### src/rtl/request_encoder_pkg.sv
// Shared types and helpers for the request encoder: FSM state encoding and
// the one-hot builder used to clear the bit that is loaded for presentation.
package request_encoder_pkg;

    typedef enum logic {
        IDLE    = 1'b0,
        PRESENT = 1'b1
    } state_t;

    // Supports up to 64 lines; callers truncate the result to their width.
    function automatic logic [63:0] onehot(input logic [5:0] idx, input int n);
        logic [63:0] m;
        m = '0;
        if (int'(idx) < n) begin
            m[idx] = 1'b1;
        end
        return m;
    endfunction

endpackage

### src/rtl/request_encoder_prio_select.sv
// Combinational priority search over a request vector, starting at i_start and
// wrapping; the first set bit at or after i_start wins. Zero latency, no handshake.
module prio_select #(
    parameter int N     = 4,
    parameter int IDX_W = $clog2(N)
) (
    input  logic [N-1:0]     i_vec,
    input  logic [IDX_W-1:0] i_start,
    output logic [IDX_W-1:0] o_idx,
    output logic             o_found
);

    int w_pos;

    // Scan from the farthest offset down so the nearest hit is assigned last.
    always_comb begin
        o_idx   = '0;
        o_found = 1'b0;
        w_pos   = 0;
        for (int k = N - 1; k >= 0; k--) begin
            w_pos = int'(i_start) + k;
            if (w_pos >= N) begin
                w_pos = w_pos - N;
            end
            if (i_vec[w_pos]) begin
                o_idx   = IDX_W'(w_pos);
                o_found = 1'b1;
            end
        end
    end

endmodule

### src/rtl/request_encoder.sv
// Captures request pulses into a pending set and presents one binary index per
// valid/ready transfer; 2 cycles req->out_valid from idle, holds under backpressure.
// REQUEST_ENCODER_ROUND_ROBIN_EN selects round-robin instead of lowest-index priority.
module request_encoder
    import request_encoder_pkg::*;
#(
    parameter int N = 4
) (
    input  logic                 clk,
    input  logic                 rst,
    input  logic [N-1:0]         req,
    output logic [$clog2(N)-1:0] out_index,
    output logic                 out_valid,
    input  logic                 out_ready,
    output logic [N-1:0]         pending,
    output logic                 overflow
);

    localparam int IDX_W = $clog2(N);

    state_t           r_state;
    state_t           w_state_next;
    logic [N-1:0]     r_pending;
    logic [N-1:0]     w_take_mask;
    logic [N-1:0]     w_pending_next;
    logic [IDX_W-1:0] r_out_index;
    logic [IDX_W-1:0] w_sel_idx;
    logic [IDX_W-1:0] w_start;
    logic             w_found;
    logic             w_load;
    logic             r_overflow;

`ifdef REQUEST_ENCODER_ROUND_ROBIN_EN
    logic [IDX_W-1:0] r_last_idx;

    assign w_start = (r_last_idx == IDX_W'(N - 1)) ? '0 : r_last_idx + IDX_W'(1);

    always_ff @(posedge clk) begin
        if (rst) begin
            r_last_idx <= '0;
        end else if (w_load) begin
            r_last_idx <= w_sel_idx;
        end
    end
`else
    assign w_start = '0;
`endif

    prio_select #(
        .N     (N),
        .IDX_W (IDX_W)
    ) u_prio_select (
        .i_vec   (r_pending),
        .i_start (w_start),
        .o_idx   (w_sel_idx),
        .o_found (w_found)
    );

    always_ff @(posedge clk) begin
        if (rst) begin
            r_state <= IDLE;
        end else begin
            r_state <= w_state_next;
        end
    end

    // A load happens on entry from IDLE and on every handshake with work left.
    always_comb begin
        w_state_next = r_state;
        w_load       = 1'b0;
        case (r_state)
            IDLE: begin
                if (w_found) begin
                    w_load       = 1'b1;
                    w_state_next = PRESENT;
                end
            end
            PRESENT: begin
                if (out_ready) begin
                    if (w_found) begin
                        w_load = 1'b1;
                    end else begin
                        w_state_next = IDLE;
                    end
                end
            end
            default: w_state_next = IDLE;
        endcase
    end

    // A new request on the bit being taken wins and stays pending.
    assign w_take_mask    = w_load ? N'(onehot(6'(w_sel_idx), N)) : '0;
    assign w_pending_next = (r_pending & ~w_take_mask) | req;

    always_ff @(posedge clk) begin
        if (rst) begin
            r_pending   <= '0;
            r_out_index <= '0;
            r_overflow  <= 1'b0;
        end else begin
            r_pending <= w_pending_next;
            if (w_load) begin
                r_out_index <= w_sel_idx;
            end
            if (|(req & r_pending & ~w_take_mask)) begin
                r_overflow <= 1'b1;
            end
        end
    end

    assign out_index = r_out_index;
    assign out_valid = (r_state == PRESENT);
    assign pending   = r_pending;
    assign overflow  = r_overflow;

endmodule

### config.mk
export PLATFORM = sky130hd
export DESIGN_NAME = request_encoder
export DESIGN_NICKNAME = d
export VERILOG_FILES = /design/src/rtl/request_encoder_pkg.sv /design/src/rtl/request_encoder_prio_select.sv /design/src/rtl/request_encoder.sv
export SDC_FILE = /design/constraint.sdc
export NUM_CORES = 1
export LEC_CHECK = 0
export ABC_AREA = 1
export BUFFER_PORTS_ARGS = -buffer_cell sky130_fd_sc_hd__clkbuf_2
export CAP_MARGIN = 10
export CELL_PAD_IN_SITES_DETAIL_PLACEMENT = 2
export CELL_PAD_IN_SITES_GLOBAL_PLACEMENT = 2
export CORE_ASPECT_RATIO = 1.5
export CORE_MARGIN = 5
export CORE_UTILIZATION = 25
export CTS_CLUSTER_SIZE = 16
export DETAILED_ROUTE_END_ITERATION = 6
export PLACE_DENSITY_LB_ADDON = 0.05
export SYNTH_ARGS = -nofsm -noshare
export SYNTH_HDL_FRONTEND = slang
export SYNTH_HIERARCHICAL = 1
export SYNTH_SLANG_ARGS = --single-unit
### constraint.sdc
create_clock -name clk -period 2 [get_ports clk]
set_input_delay 0.5 -clock clk [delete_from_list [all_inputs] [get_ports clk]]
set_output_delay 0.5 -clock clk [all_outputs]
set_load 0.05 [all_outputs]
# After elaboration in Yosys (flattened, before gate mapping)

Index checks and enable logic that the tools add are counted.

Register bits after elaboration: 8
Logic and storage cells: 30

$lt $le $gt $ge: 2
Muxes and demuxes: 16
Bitwise gates (word level): 6
Reduce and logical (&&, ||, !) cells: 2

Operators by type and width:

| operator           | number |
|---|---|
| $and 4x4->4        | 3 |
| $mux 1             | 8 |
| $mux 2             | 4 |
| $lt 2x7->1 const B | 1 |
| $mux 4             | 1 |
| $not 4->4          | 1 |
| $or 4x4->4         | 1 |
| $pmux 1 s2         | 2 |
| $reduce_or 4->1    | 1 |
| $demux 1 s2        | 1 |
| $ge 2x1->1 const B | 1 |
| $logic_and 1x1->1  | 1 |
| $not 1->1          | 1 |

# Logic depth before layout (Yosys ltp)

Depth after elaboration: 12
Mapped depth: 17
Gate-level depth less buffers: 16

# By module

Netlist, hierarchy kept.

Modules (own cells, without submodules):

| module          | cells an instance | instances | area each (um2) | sequential area each (um2) |
|---|---|---|---|---|
| request_encoder | 54                | 1         | 377.9           | 160.2 |
| prio_select     | 44                | 1         | 215.2           | 0.0 |

# Worst setup path after synthesis

No wires, ideal clock.

Path kind: register -> register
From: reg r_pending[0], in the netlist pending[0]
To: reg r_overflow, in the netlist overflow
Arrival time: 1.734 ns
Stages on the path, launching flop included: 15
Setup time: 0.127 ns
Setup slack: 0.139 ns
Required time: 1.873 ns
Cell sequence: dfxtp_1 inv_1 nand2_2 and2_4 nand2_2 nand2_2 inv_2 nand3_1 nand2_1 nor2_1 nand3_1 nand2_1 nand2_2 nor2_2 a21oi_2

Cells in the longest elaborated chain, start to end: 9
Elaborated cells between the ends (all ways): 15
Those cells by class: 2 x order compare; 8 x mux; 3 x bitwise; 2 x reduce/logical

RTL lines:

| item                                                           | line                              | text |
|---|---|---|
| from (decl)                                                    | request_encoder.sv:23             | `logic [N-1:0] r_pending;` |
| from (signal assigned)                                         | request_encoder.sv:101            | `r_pending <= w_pending_next;` |
| $mux 2 (*)                                                     | request_encoder_prio_select.sv:25 | `if (i_vec[w_pos]) begin` |
| via w_sel_idx[0]                                               | request_encoder.sv:27             | `logic [IDX_W-1:0] w_sel_idx;` |
| $lt 2x7->1 (not written as such) or $ge 2x1->1 (tied branches) | request_encoder_pkg.sv:15         | `m[idx] = 1'b1;` |
| $logic_and 1x1->1 (not written as such)                        | request_encoder_pkg.sv:15         |  |
| $mux 1 (not written as such)                                   | request_encoder_pkg.sv:15         |  |
| $demux 1 s2 (*)                                                | request_encoder_pkg.sv:15         |  |
| $mux 4 (*)                                                     | request_encoder.sv:92             | `assign w_take_mask = w_load ? N'(onehot(6'(w_sel_idx), N)) : '0;` |
| $not 4->4 (*)                                                  | request_encoder.sv:105            | `if (\|(req & r_pending & ~w_take_mask)) begin` |
| $and 4x4->4 (*)                                                | request_encoder.sv:105            |  |
| $reduce_or 4->1 (*)                                            | request_encoder.sv:105            |  |
| to (signal assigned)                                           | request_encoder.sv:99             | `r_overflow <= 1'b0;` |
| to (signal assigned)                                           | request_encoder.sv:106            | `r_overflow <= 1'b1;` |
| to (decl)                                                      | request_encoder.sv:31             | `logic r_overflow;` |

Mark *: on every way through the listed nets, which the timed path passes. The rest lies on a longest branch.
A chain may end at the register's enable or synchronous reset.

# Worst setup path in the final report

From: reg r_pending[2], in the netlist pending[2]
To: reg r_overflow, in the netlist overflow

Cells in the longest elaborated chain, start to end: 11
Elaborated cells between the ends (all ways): 19
Those cells by class: 2 x order compare; 12 x mux; 3 x bitwise; 2 x reduce/logical

RTL lines:

| item                                                           | line |
|---|---|
| $mux 2 (*) (3 in series)                                       | request_encoder_prio_select.sv:25 |
| via w_sel_idx[0]                                               | request_encoder.sv:27 |
| $lt 2x7->1 (not written as such) or $ge 2x1->1 (tied branches) | request_encoder_pkg.sv:15 |
| $logic_and 1x1->1 (not written as such)                        | request_encoder_pkg.sv:15 |
| $mux 1 (not written as such)                                   | request_encoder_pkg.sv:15 |
| $demux 1 s2 (*)                                                | request_encoder_pkg.sv:15 |
| $mux 4 (*)                                                     | request_encoder.sv:92 |
| $not 4->4 (*)                                                  | request_encoder.sv:105 |
| $and 4x4->4 (*)                                                | request_encoder.sv:105 |
| $reduce_or 4->1 (*)                                            | request_encoder.sv:105 |

Marks and branches as above.

==> results.cfg <==
[status]
run_status = completed

[synth]
syn_area_per_cell_um2 = 6.05
yosysWarningCount = 6
synth_seq_cells = 8
synth_edf_count = 0
synth_ff_type = dfxtp_1
synth.distinct_cells = 20
syn_inst = 98
netlist_area_um2 = 593
yosysSeqAreaShare_pct = 27.0
postSynth.asyncResetShare_pct = 0

[sta]
fin_crit_sh_pct = 86.7
hold_ws_ns = 0.466
hold_viol = 0
setup_viol = 0
skew_ns = 0.00238
clock.fmax_mhz = 577
rsz0062_at_grt = false
tns_ns = 0
fin_ws_ns = 0.266
period_needed_ns = 1.73
final_max_slew_viol_count = 0

[clock_tree]
numCtsBuffers = 3
clock_latency_ns = 0.25
clk_pin_slew_worst_paths_ns = 0.06
clkSinkCount = 8
cts_root_buffer = clkbuf_4
clockBufferDepth = 2
postCtsHoldBufs = 0
htreeDepth = 1
cts_tree = done
postCtsSetupRepairBufs = 0
cts_resized = 0

[critical_path]
ff2ff_path_depth = 13
endpoint = overflow
worstPathMaxFanout = 5
required_ns = 2.15
path_class = register to register
startpoint = pending[2]
rrSetupSlack_ns = 0.27
r2r-start = pending[2]
r2r_end = overflow
critPathArrivalTime_ns = 1.88
start_kind = register
crit_path_end_kind = register

[routing]
wl_per_cell_um = 12.3
drtPass1Iterations = 2
drtIter0Drc = 8
drtAntennaViolNets = 0
drc_errors = 0
viasPerCell = 4.74
vias = 663
wl_um = 1730

[place]
post-place-ws_ns = 0.213
gp_congestion = 0.705
dp_hpwl_um = 1490
io_buffers = 14

[floorplanning]
die_h_um = 69.7
core-area_um2 = 2260
die_area_um2 = 3470
row_count = 21
die_w_um = 49.8
pin_count = 15
start_util_pct = 26.2

[power]
p_per_area_nw_per_um2 = 747
p_clk_share_pct = 23.9
ir_drop_mv = 0.273
combPwrFrac_pct = 40.7
leakagePower_nw = 0.390
p_seq_share_pct = 35.4
finalPower_uw = 534
p_int_uw = 306
switching_share_pct = 42.6
p_sw_uw = 228

[layout]
drive_gt1_share_pct = 34.2
final_net_count = 126
final_cell_mix = nand2_1 (27), clkbuf_2 (14), nand3_1 (12)
syn2layout_area_growth_pct = 20.5
n_fill_cell = 296
utilization_pct = 31.6
final_common_cell = nand2_1
antenna_cells = 0

[global_route]
antenna_found_initial = 0
grt_remaining_overflow = 0
grt_pass1_wl_um = 2900
grt_max_degree = 11
grt_pass1_vias = 709
track_usage_pct = 10.6

[job]
cap_violations = 0

[min_path]
hp-class = register to register
hp-start = out_index[0]
-- how the worst min path moves through the flow --
stage                         to  slack [ns]  cells after the start
floorplan             pending[0]        0.62                      2
CTS                   pending[0]        0.47                      3
global route          pending[0]        0.50                      3
finish              out_index[0]        0.47                      2
detailed placement  out_index[1]        0.46                      2
global placement    out_index[0]        0.45                      2
-- worst max-delay path, stage by stage, from the launching register on --
cell and delay [ns]:
dfxtp_1 0.41, inv_1 0.07, nand2_2 0.09, nand3_1 0.10, nand2_1 0.09, nand3_2 0.08, nand3_1 0.08, nand2_1 0.14
nor2_1 0.14, nand3_1 0.12, nand2_1 0.10, nand2_2 0.05, nor2_2 0.11, a21oi_2 0.05
-- layer usage --
layer	GRT usage, %	routed length (um)	up-vias
li1	-	-	335
met1	9.54	634	314
met2	21.1	1000	10
met3	1.94	51	4
met4	5.25	39	0
met5	0	0	-
-- cells by family after synthesis --
logic type,share of synthesized area (%)
buffers and inverters,14.3
other,0.632
flip-flops,27.0
AO/OA/AOI/OAI,12.4
AND/OR/NAND/NOR,45.6
-- power groups by stage --
stage               Combinational, mW  Clock, mW  Sequential [mW]
floorplan                       0.118          0            0.245
global placement                0.213          0            0.192
detailed placement              0.216          0            0.193
CTS                             0.219      0.132            0.190
global route                    0.240      0.135            0.192
finish                          0.217      0.127            0.189
-- final cells by class --
| cell class | count | area [um2] | area share, % |
|---|---|---|---|
| Multi-Input combinational cell | 74 | 363 | 50.8 |
| Sequential cell | 8 | 160 | 22.4 |
| Timing Repair Buffer | 14 | 70.1 | 9.81 |
| Inverter | 18 | 70.1 | 9.81 |
| Tap cell | 23 | 28.8 | 4.03 |
| Clock buffer | 3 | 22.5 | 3.15 |
-- synthesized netlist by cell type, types with 2 or more instances --
| master | instances | area share (%) |
|---|---|---|
| nand3_1 | 12 | 10 |
| dfxtp_1 | 8 | 27 |
| inv_2 | 8 | 5.1 |
| nor2_1 | 8 | 5.1 |
| nand2_2 | 7 | 7.4 |
| nand3_2 | 2 | 3.4 |
| nand2_1 | 27 | 17 |
| inv_1 | 8 | 5.1 |
| a21oi_1 | 7 | 5.9 |
-- flip-flops by register name, summed over array words and instances, names as in the netlist --
register   flops
overflow       1
pending        4
out_index      2
out_valid      1
-- through the flow --
step / instance area, um2 / std cells
detailed placement: 692 / 137
floorplan: 608 / 102
global placement: 692 / 137
global route: 714 / 140
finish: 714 / 140
CTS: 714 / 140
No activity file was read; power rests on OpenSTA's default activity.
